[config.mk]
export PLATFORM = sky130hd
export DESIGN_NAME = riscv_mem_stage
export DESIGN_NICKNAME = d
export VERILOG_FILES = /design/src/rtl/riscv_mem_stage.sv
export SDC_FILE = /design/constraint.sdc
export NUM_CORES = 1
export LEC_CHECK = 0
export ABC_AREA = 1
export CELL_PAD_IN_SITES_DETAIL_PLACEMENT = 1
export CELL_PAD_IN_SITES_GLOBAL_PLACEMENT = 2
export CORE_AREA = 8 8 149 151
export CTS_BUF_LIST = sky130_fd_sc_hd__clkbuf_4 sky130_fd_sc_hd__clkbuf_8
export DETAILED_ROUTE_END_ITERATION = 16
export DIE_AREA = 0 0 157 159
export PLACE_DENSITY_LB_ADDON = 0.3
export SYNTH_ARGS = -nofsm -noshare
export SYNTH_HDL_FRONTEND = slang
export SYNTH_SLANG_ARGS = --single-unit
[constraint.sdc]
create_clock -name clk -period 3.45 [get_ports clk]
set_input_delay 0.8625 -clock clk [delete_from_list [all_inputs] [get_ports clk]]
set_output_delay 0.8625 -clock clk [all_outputs]
set_load 0.05 [all_outputs]
[src/rtl/riscv_mem_stage.sv]
// Memory-access stage: drives loads/stores onto the req/gnt/rvalid data bus,
// builds byte enables and lane-replicated store data, extends load data.
module riscv_mem_stage (
  input  logic        clk,
  input  logic        rst,
  input  logic        valid_i,
  input  logic [4:0]  rd_idx_i,
  input  logic        rd_we_i,
  input  logic [31:0] alu_result_i,
  input  logic [31:0] store_data_i,
  input  logic        mem_re_i,
  input  logic        mem_we_i,
  input  logic [2:0]  funct3_i,
  output logic        dmem_req_o,
  output logic        dmem_we_o,
  output logic [31:0] dmem_addr_o,
  output logic [3:0]  dmem_be_o,
  output logic [31:0] dmem_wdata_o,
  input  logic        dmem_gnt_i,
  input  logic        dmem_rvalid_i,
  input  logic [31:0] dmem_rdata_i,
  output logic        stall_o,
  output logic        misalign_o,
  output logic [4:0]  rd_idx_o,
  output logic        rd_we_o,
  output logic [31:0] rd_wdata_o,
  output logic [31:0] data_addr_o,
  output logic        data_we_o,
  output logic        data_re_o,
  output logic [1:0]  state_o
);

  typedef enum logic [1:0] {S_IDLE = 2'd0, S_REQ = 2'd1, S_RESP = 2'd2} state_t;

  state_t      state;
  logic        mem_op, is_byte, is_half, misalign, aligned_op;
  logic        granted, complete, out_valid;
  logic [7:0]  byte_sel;
  logic [15:0] half_sel;
  logic [31:0] load_ext;

  assign mem_op     = valid_i & (mem_re_i | mem_we_i);
  assign is_byte    = (funct3_i[1:0] == 2'b00);
  assign is_half    = (funct3_i[1:0] == 2'b01);
  assign misalign   = mem_op & ((is_half & alu_result_i[0]) |
                                (!is_byte && !is_half && alu_result_i[1:0] != 2'b00));
  assign aligned_op = mem_op & ~misalign;

  // Handshake: a request is accepted in the cycle dmem_req_o & dmem_gnt_i; while
  // waiting for gnt every request field stays stable. Read data arrives only
  // with dmem_rvalid_i in a later cycle, and is only honoured in S_RESP.
  assign dmem_req_o = !rst && ((state == S_IDLE && aligned_op) || state == S_REQ);
  assign granted    = dmem_req_o & dmem_gnt_i;
  assign complete   = !rst && ((granted && mem_we_i) || (state == S_RESP && dmem_rvalid_i));
  assign stall_o    = !rst && ((state == S_IDLE && aligned_op) || state != S_IDLE) && !complete;
  assign misalign_o = !rst && state == S_IDLE && misalign;

  assign out_valid  = (valid_i && !mem_re_i && !mem_we_i) || complete;
  assign rd_we_o    = !rst && out_valid && rd_we_i;
  assign data_we_o  = complete && mem_we_i;
  assign data_re_o  = complete && mem_re_i;
  assign rd_idx_o   = rd_idx_i;
  assign data_addr_o = alu_result_i;
  assign rd_wdata_o = mem_re_i ? load_ext : alu_result_i;

  assign dmem_we_o   = mem_we_i;
  assign dmem_addr_o = {alu_result_i[31:2], 2'b00};
  assign state_o     = state;

  always_comb begin
    dmem_be_o    = 4'b1111;
    dmem_wdata_o = store_data_i;
    if (mem_we_i) begin
      if (is_byte) begin
        dmem_be_o    = 4'b0001 << alu_result_i[1:0];
        dmem_wdata_o = {4{store_data_i[7:0]}};
      end else if (is_half) begin
        dmem_be_o    = alu_result_i[1] ? 4'b1100 : 4'b0011;
        dmem_wdata_o = {2{store_data_i[15:0]}};
      end
    end
  end

  always_comb begin
    case (alu_result_i[1:0])
      2'd0:    byte_sel = dmem_rdata_i[7:0];
      2'd1:    byte_sel = dmem_rdata_i[15:8];
      2'd2:    byte_sel = dmem_rdata_i[23:16];
      default: byte_sel = dmem_rdata_i[31:24];
    endcase
    half_sel = alu_result_i[1] ? dmem_rdata_i[31:16] : dmem_rdata_i[15:0];
    case (funct3_i)
      3'b000:  load_ext = {{24{byte_sel[7]}}, byte_sel};
      3'b100:  load_ext = {24'd0, byte_sel};
      3'b001:  load_ext = {{16{half_sel[15]}}, half_sel};
      3'b101:  load_ext = {16'd0, half_sel};
      default: load_ext = dmem_rdata_i;
    endcase
  end

  always_ff @(posedge clk or posedge rst) begin
    if (rst) begin
      state <= S_IDLE;
    end else begin
      case (state)
        S_IDLE:
          if (aligned_op)
            state <= dmem_gnt_i ? (mem_we_i ? S_IDLE : S_RESP) : S_REQ;
        S_REQ:
          if (dmem_gnt_i)
            state <= mem_we_i ? S_IDLE : S_RESP;
        S_RESP:
          if (dmem_rvalid_i)
            state <= S_IDLE;
        default: state <= S_IDLE;
      endcase
    end
  end

endmodule
# Word-level counts from Yosys, hierarchy flattened
# Cells that the tools add are included.
# totals
regBits	2
wordCells	72
# op_classes
eq_ne	11
shift	1
mux	17
n_bitwise	8
n_reduce_logical	34
# op_table
operator	n
32-bit 2-to-1 mux	4
32-bit case mux with 4 select lines	1
8-bit case mux with 3 select lines	1
1-bit logical AND	17
16-bit 2-to-1 mux	1
4-bit 2-to-1 mux	4
2-bit 2-to-1 mux	5
2-bit by 1-bit equality test with 1-bit output (second input constant)	3
3-bit equality test (second input constant)	2
1-bit zero test	6
2-bit zero test	3
2-bit inequality test (second input constant)	3
2-bit case mux with 3 select lines	1
1-bit AND	5
2-bit equality test (second input constant)	2
1-bit logical OR	4
2-bit nonzero test	2
1-bit by 2-bit left shift with 4-bit output (first input constant)	1
3-bit by 1-bit equality test with 1-bit output (second input constant)	1
3-bit zero test	1
3-bit AND reduction	1
1-bit bitwise OR	2
1-bit inverter	1

# Depth between registers and ports, before layout
# logic_depth
depth_word	18
ltp_mapped	10

# Least setup slack after synthesis
# OpenSTA, ideal clock, no wires.
# synth_path
kind	input port to output port
startpoint	input funct3_i[1]
endpoint	output dmem_wdata_o[15]
arrival_time_ns	2.647
setup_slack_ns	-0.059
cell_stages	5
cell_sequence	inv_1 -> nand2_2 -> nor2_2 -> clkinv_1 -> o21ai_0
# synth_via
elab_chain_cells	3
# synth_lines
element	line	rtl
from (decl)	13	input logic [2:0] funct3_i,
2-bit zero test	43	assign is_byte = (funct3_i[1:0] == 2'b00);
32-bit 2-to-1 mux	74	if (is_byte) begin
32-bit 2-to-1 mux	73	if (mem_we_i) begin
to (decl)	18	output logic [31:0] dmem_wdata_o,
# No other way between the ends.

# Worst setup path in the final report
# layout_path
startpoint	input alu_result_i[1]
endpoint	output dmem_be_o[0]
# layout_via
elab_chain_cells	4
# layout_lines
element	line	rtl
from (decl)	9	input logic [31:0] alu_result_i,
4-bit 2-to-1 mux	78	dmem_be_o = alu_result_i[1] ? 4'b1100 : 4'b0011;
4-bit 2-to-1 mux	77	end else if (is_half) begin
4-bit 2-to-1 mux *	74	
4-bit 2-to-1 mux *	73	
to (decl)	17	output logic [3:0] dmem_be_o,
# Every way passes the cells marked *; elsewhere a longest branch is shown, timed or not.

==> summary.txt <==
Status
  • Status: finished clean

GRT
  • First-pass GRT wire length: approximately 22,000 um
  • Initial antenna violation count: 0
  • GRT Residual Overflow: 0
  • Global Route Usage Sum: approximately 11%
  • Largest net degree at the start of global routing: 34
  • Vias in the first global route: 3,666

Die
  • Site row count: 52
  • IO Count: ~260
  • Die width: around 160 um
  • Die area: around 0.025 mm2
  • DIE HEIGHT: roughly 160 um
  • Core Area: slightly below 0.02 mm2
  • Initial core utilization: a little over a tenth

Synth
  • Post-synthesis mux area share: between 3 and 4%
  • Synthesis Warnings: 0
  • Cell variety after synth: 26
  • Cell area after synthesis: about 0.0021 mm2
  • Post-synth EDFFs: 0
  • Primary FF master, synth: dfrtp_1
  • Synthesized instance count: a little over 400
  • Asr flop ratio synth: 100.0%
  • Synth Area in Compound Gates: roughly 16%
  • Synthesized flop and latch total: 2
  • Combinational family with the most area after synthesis: simple AND/OR/NAND/NOR gates
  • Avg Inst Size Synth: ~5.2 um2
  • Seq/Total Area, Yosys: ~2.4%
  • Xor/xnor cell area share of the yosys netlist: 0%
  • Simple-gate share of the synthesized area: 40.02%
  • Post-Synth Adder-Cell Area: 0%

Job
  • Max Cap Viol: 0

Finish
  • Multi-input gate area: between 0.001 and 0.0015 mm2
  • FILL cells: between 2,000 and 2,500
  • Max reg flops: 2
  • Storage cell area: approximately 50 um2
  • Core Util, Final: approximately a quarter
  • Share of layout cells above drive strength 1: 23.73%
  • Nets: between 700 and 800
  • Area delta synth->final: 129.7%
  • Final Cell Area: between 0.004 and 0.005 mm2
  • Diodes inserted: 0

STA
  • Hold Violations, Final: 0
  • Final worst path period need: about 3.4 ns
  • Final slew viol count: 0
  • Worst Skew: 0.004621 ns
  • Worst-Margin Slew: 0.5373 ns
  • Fmax: a little under 300 MHz
  • Slew Limit Headroom: ~64%
  • Final cycle utilization of the critical path: a little over nine tenths
  • Final Setup Violations: 0
  • RSZ-0062 raised after global routing: yes

Clock tree
  • Worst-Skew Late Latency: around 0.21 ns
  • CTS Buf Count: 3
  • CTS root buf: clkbuf_8
  • H-Tree Depth: 1
  • CTS max path bufs: 2
  • Cts hold-fix bufs: 0
  • Clock tree sinks: 2
  • CTS clk-pin slew, worst paths: 0.03 ns
  • TritonCTS clock tree: built

Pwr
  • Power density over cell area: around 240 mW/mm2
  • Design Power: 1.192 mW
  • Maximum vdd drop: ~0.077 mV
  • Static leakage: 2.237 nW

Placement
  • GPL Wtd Cong: between 0.7 and 0.8
  • Placed cell area: approximately 0.0047 mm2
  • Buffers on Ports: 245
  • DPL Wire Length: around 13,000 um

Drt
  • Detailed Route WL: ~15,000 um
  • DRT antenna net count: 0
  • Drt drc: 0
  • Vias/cell: 3.817
  • Wire per inst: approximately 17 um
  • Via count: roughly 3,300
  • Initial DRT Pass Iterations: 5
  • Initial DRC Count: between 70 and 80

Min path
  • Min-delay worst type: register to register

Worst setup path
  • Crit Path Class: primary input to output pin
  • CP arrival: roughly 2.5 ns
  • Reg2Reg Launch Point: state_o[0]
  • CP Launch Type: primary input
  • Setup crit end: dmem_be_o[0]
  • WP data required: approximately 2.6 ns
  • Crit path from: alu_result_i[1]
  • Critical path, cell by cell: clkdlybuf4s50_1, buf_6, inv_2, a21oi_1, buf_4, o21ai_4, or2_2, buf_4
  • Worst Path Max Fanout: 8
  • Crit end category: output pin
  • Reg2reg end: state_o[0]
  • Cell at the slowest stage of the critical path: clkdlybuf4s50_1
  • Critical Path Most Common Cell: buf_4
  • Reg2Reg Depth: 4
  • Largest stage delay on the critical path: around 0.49 ns
  • Reg2reg setup slack: about 2.6 ns
==> power by group <==
| group | internal [mW] | total, mW | switching, mW |
|---|---|---|---|
| logic | 0.420 | 1.07 | 0.650 |
| clock network | 0.0740 | 0.0943 | 0.0203 |
| registers | 0.0256 | 0.0283 | 0.00273 |
==> routing by layer <==
metal | global-route usage, % | vias to the layer above | wire length, um
met3 | 3.692 | 4 | 1398
met5 | 0 | - | 0
li1 | - | 1601 | -
met2 | 21.36 | 138 | 7780
met1 | 11.32 | 1540 | 5488
met4 | 1.399 | 0 | 54
==> metrics by stage <==
stage | setup WS [ns] | setup TNS (ns) | hold WS (ns) | std cells
after floorplan | -0.05924 | -0.1185 | 0.6178 | 408
after global placement | 0.01092 | 0 | 0.5711 | 854
after detailed placement | -0.09958 | -1.431 | 0.5956 | 854
after CTS | -0.01032 | -0.01129 | 0.5936 | 857
after global routing | -0.05282 | -0.4330 | 0.6553 | 860
final | 0.06619 | 0 | 0.6101 | 860
==> how the worst min path moves through the flow <==
stage	start	to	cells past startpoint
3_3_place_gp	state_o[0]	state_o[1]	3
2_1_floorplan	rst	state_o[0]	1
4_1_cts	state_o[0]	state_o[1]	3
6_report	state_o[1]	state_o[0]	1
3_5_place_dp	state_o[0]	state_o[1]	3
5_1_grt	state_o[1]	state_o[0]	1
==> cells in the final DEF (no fill, tap or decap), types with 2 or more instances in the layout <==
cell	instances
nand2_1	130
a31oi_1	3
o21ai_1	11
mux2_2	7
nor2_1	17
nand2_2	5
a21oi_1	23
nor2_2	2
nand3_1	40
nor2_4	3
conb_1	2
inv_1	31
clkbuf_8	3
nand3_2	3
buf_4	63
buf_8	2
buf_12	36
clkdlybuf4s50_1	162
nor3_1	2
a32oi_1	8
o21ai_0	12
o211ai_1	3
dfrtp_1	2
inv_2	5
buf_6	7
==> cell families (layout without fill, tap and decap cells) <==
group           Yosys count  in the layout
flops                     2              2
compound gates           61             61
simple gates            205            205
other cells               1              2
buf+inv                 131            313
mux                       7              7
==> repair_timing <==
action	4_1_cts	5_1_grt
resized for setup	8	20
setup buffers	0	2
cloned	0	1
setup endpoints to repair	30	34
pin swaps	0	3
==> cell usage after synthesis (2+ instances only) <==
cell type  instances  area share, %
inv_2              5           0.88
a32oi_1            8            3.3
a21oi_1           23            5.4
nor3_1             2           0.47
o211ai_1           3            1.1
dfrtp_1            2            2.4
o21ai_0           13            3.1
buf_2              6            1.4
nand2_1          134             24
nand3_1           43             10
buf_4             78             28
mux2_2             7            3.7
clkbuf_1          10            1.8
o21ai_1           10            2.4
inv_1             31            5.5
nor2_1            20            3.5
a31oi_1            3           0.88
==> critical path, delay by kind of cell <==
family / cells / cell delay [ns]
buf+inv: 5 / 1.07
compound gates: 2 / 0.29
simple gates: 1 / 0.29
==> area by class of cell <==
type                       count  share of cell area, %
clock buffer                   3                 0.8455
inverter                      37                  2.844
multi-input combinational    275                  27.54
sequential                     2                  1.025
tap                          270                  6.918
timing repair buffer         273                  60.83
No activity file was read; power rests on OpenSTA's default activity.
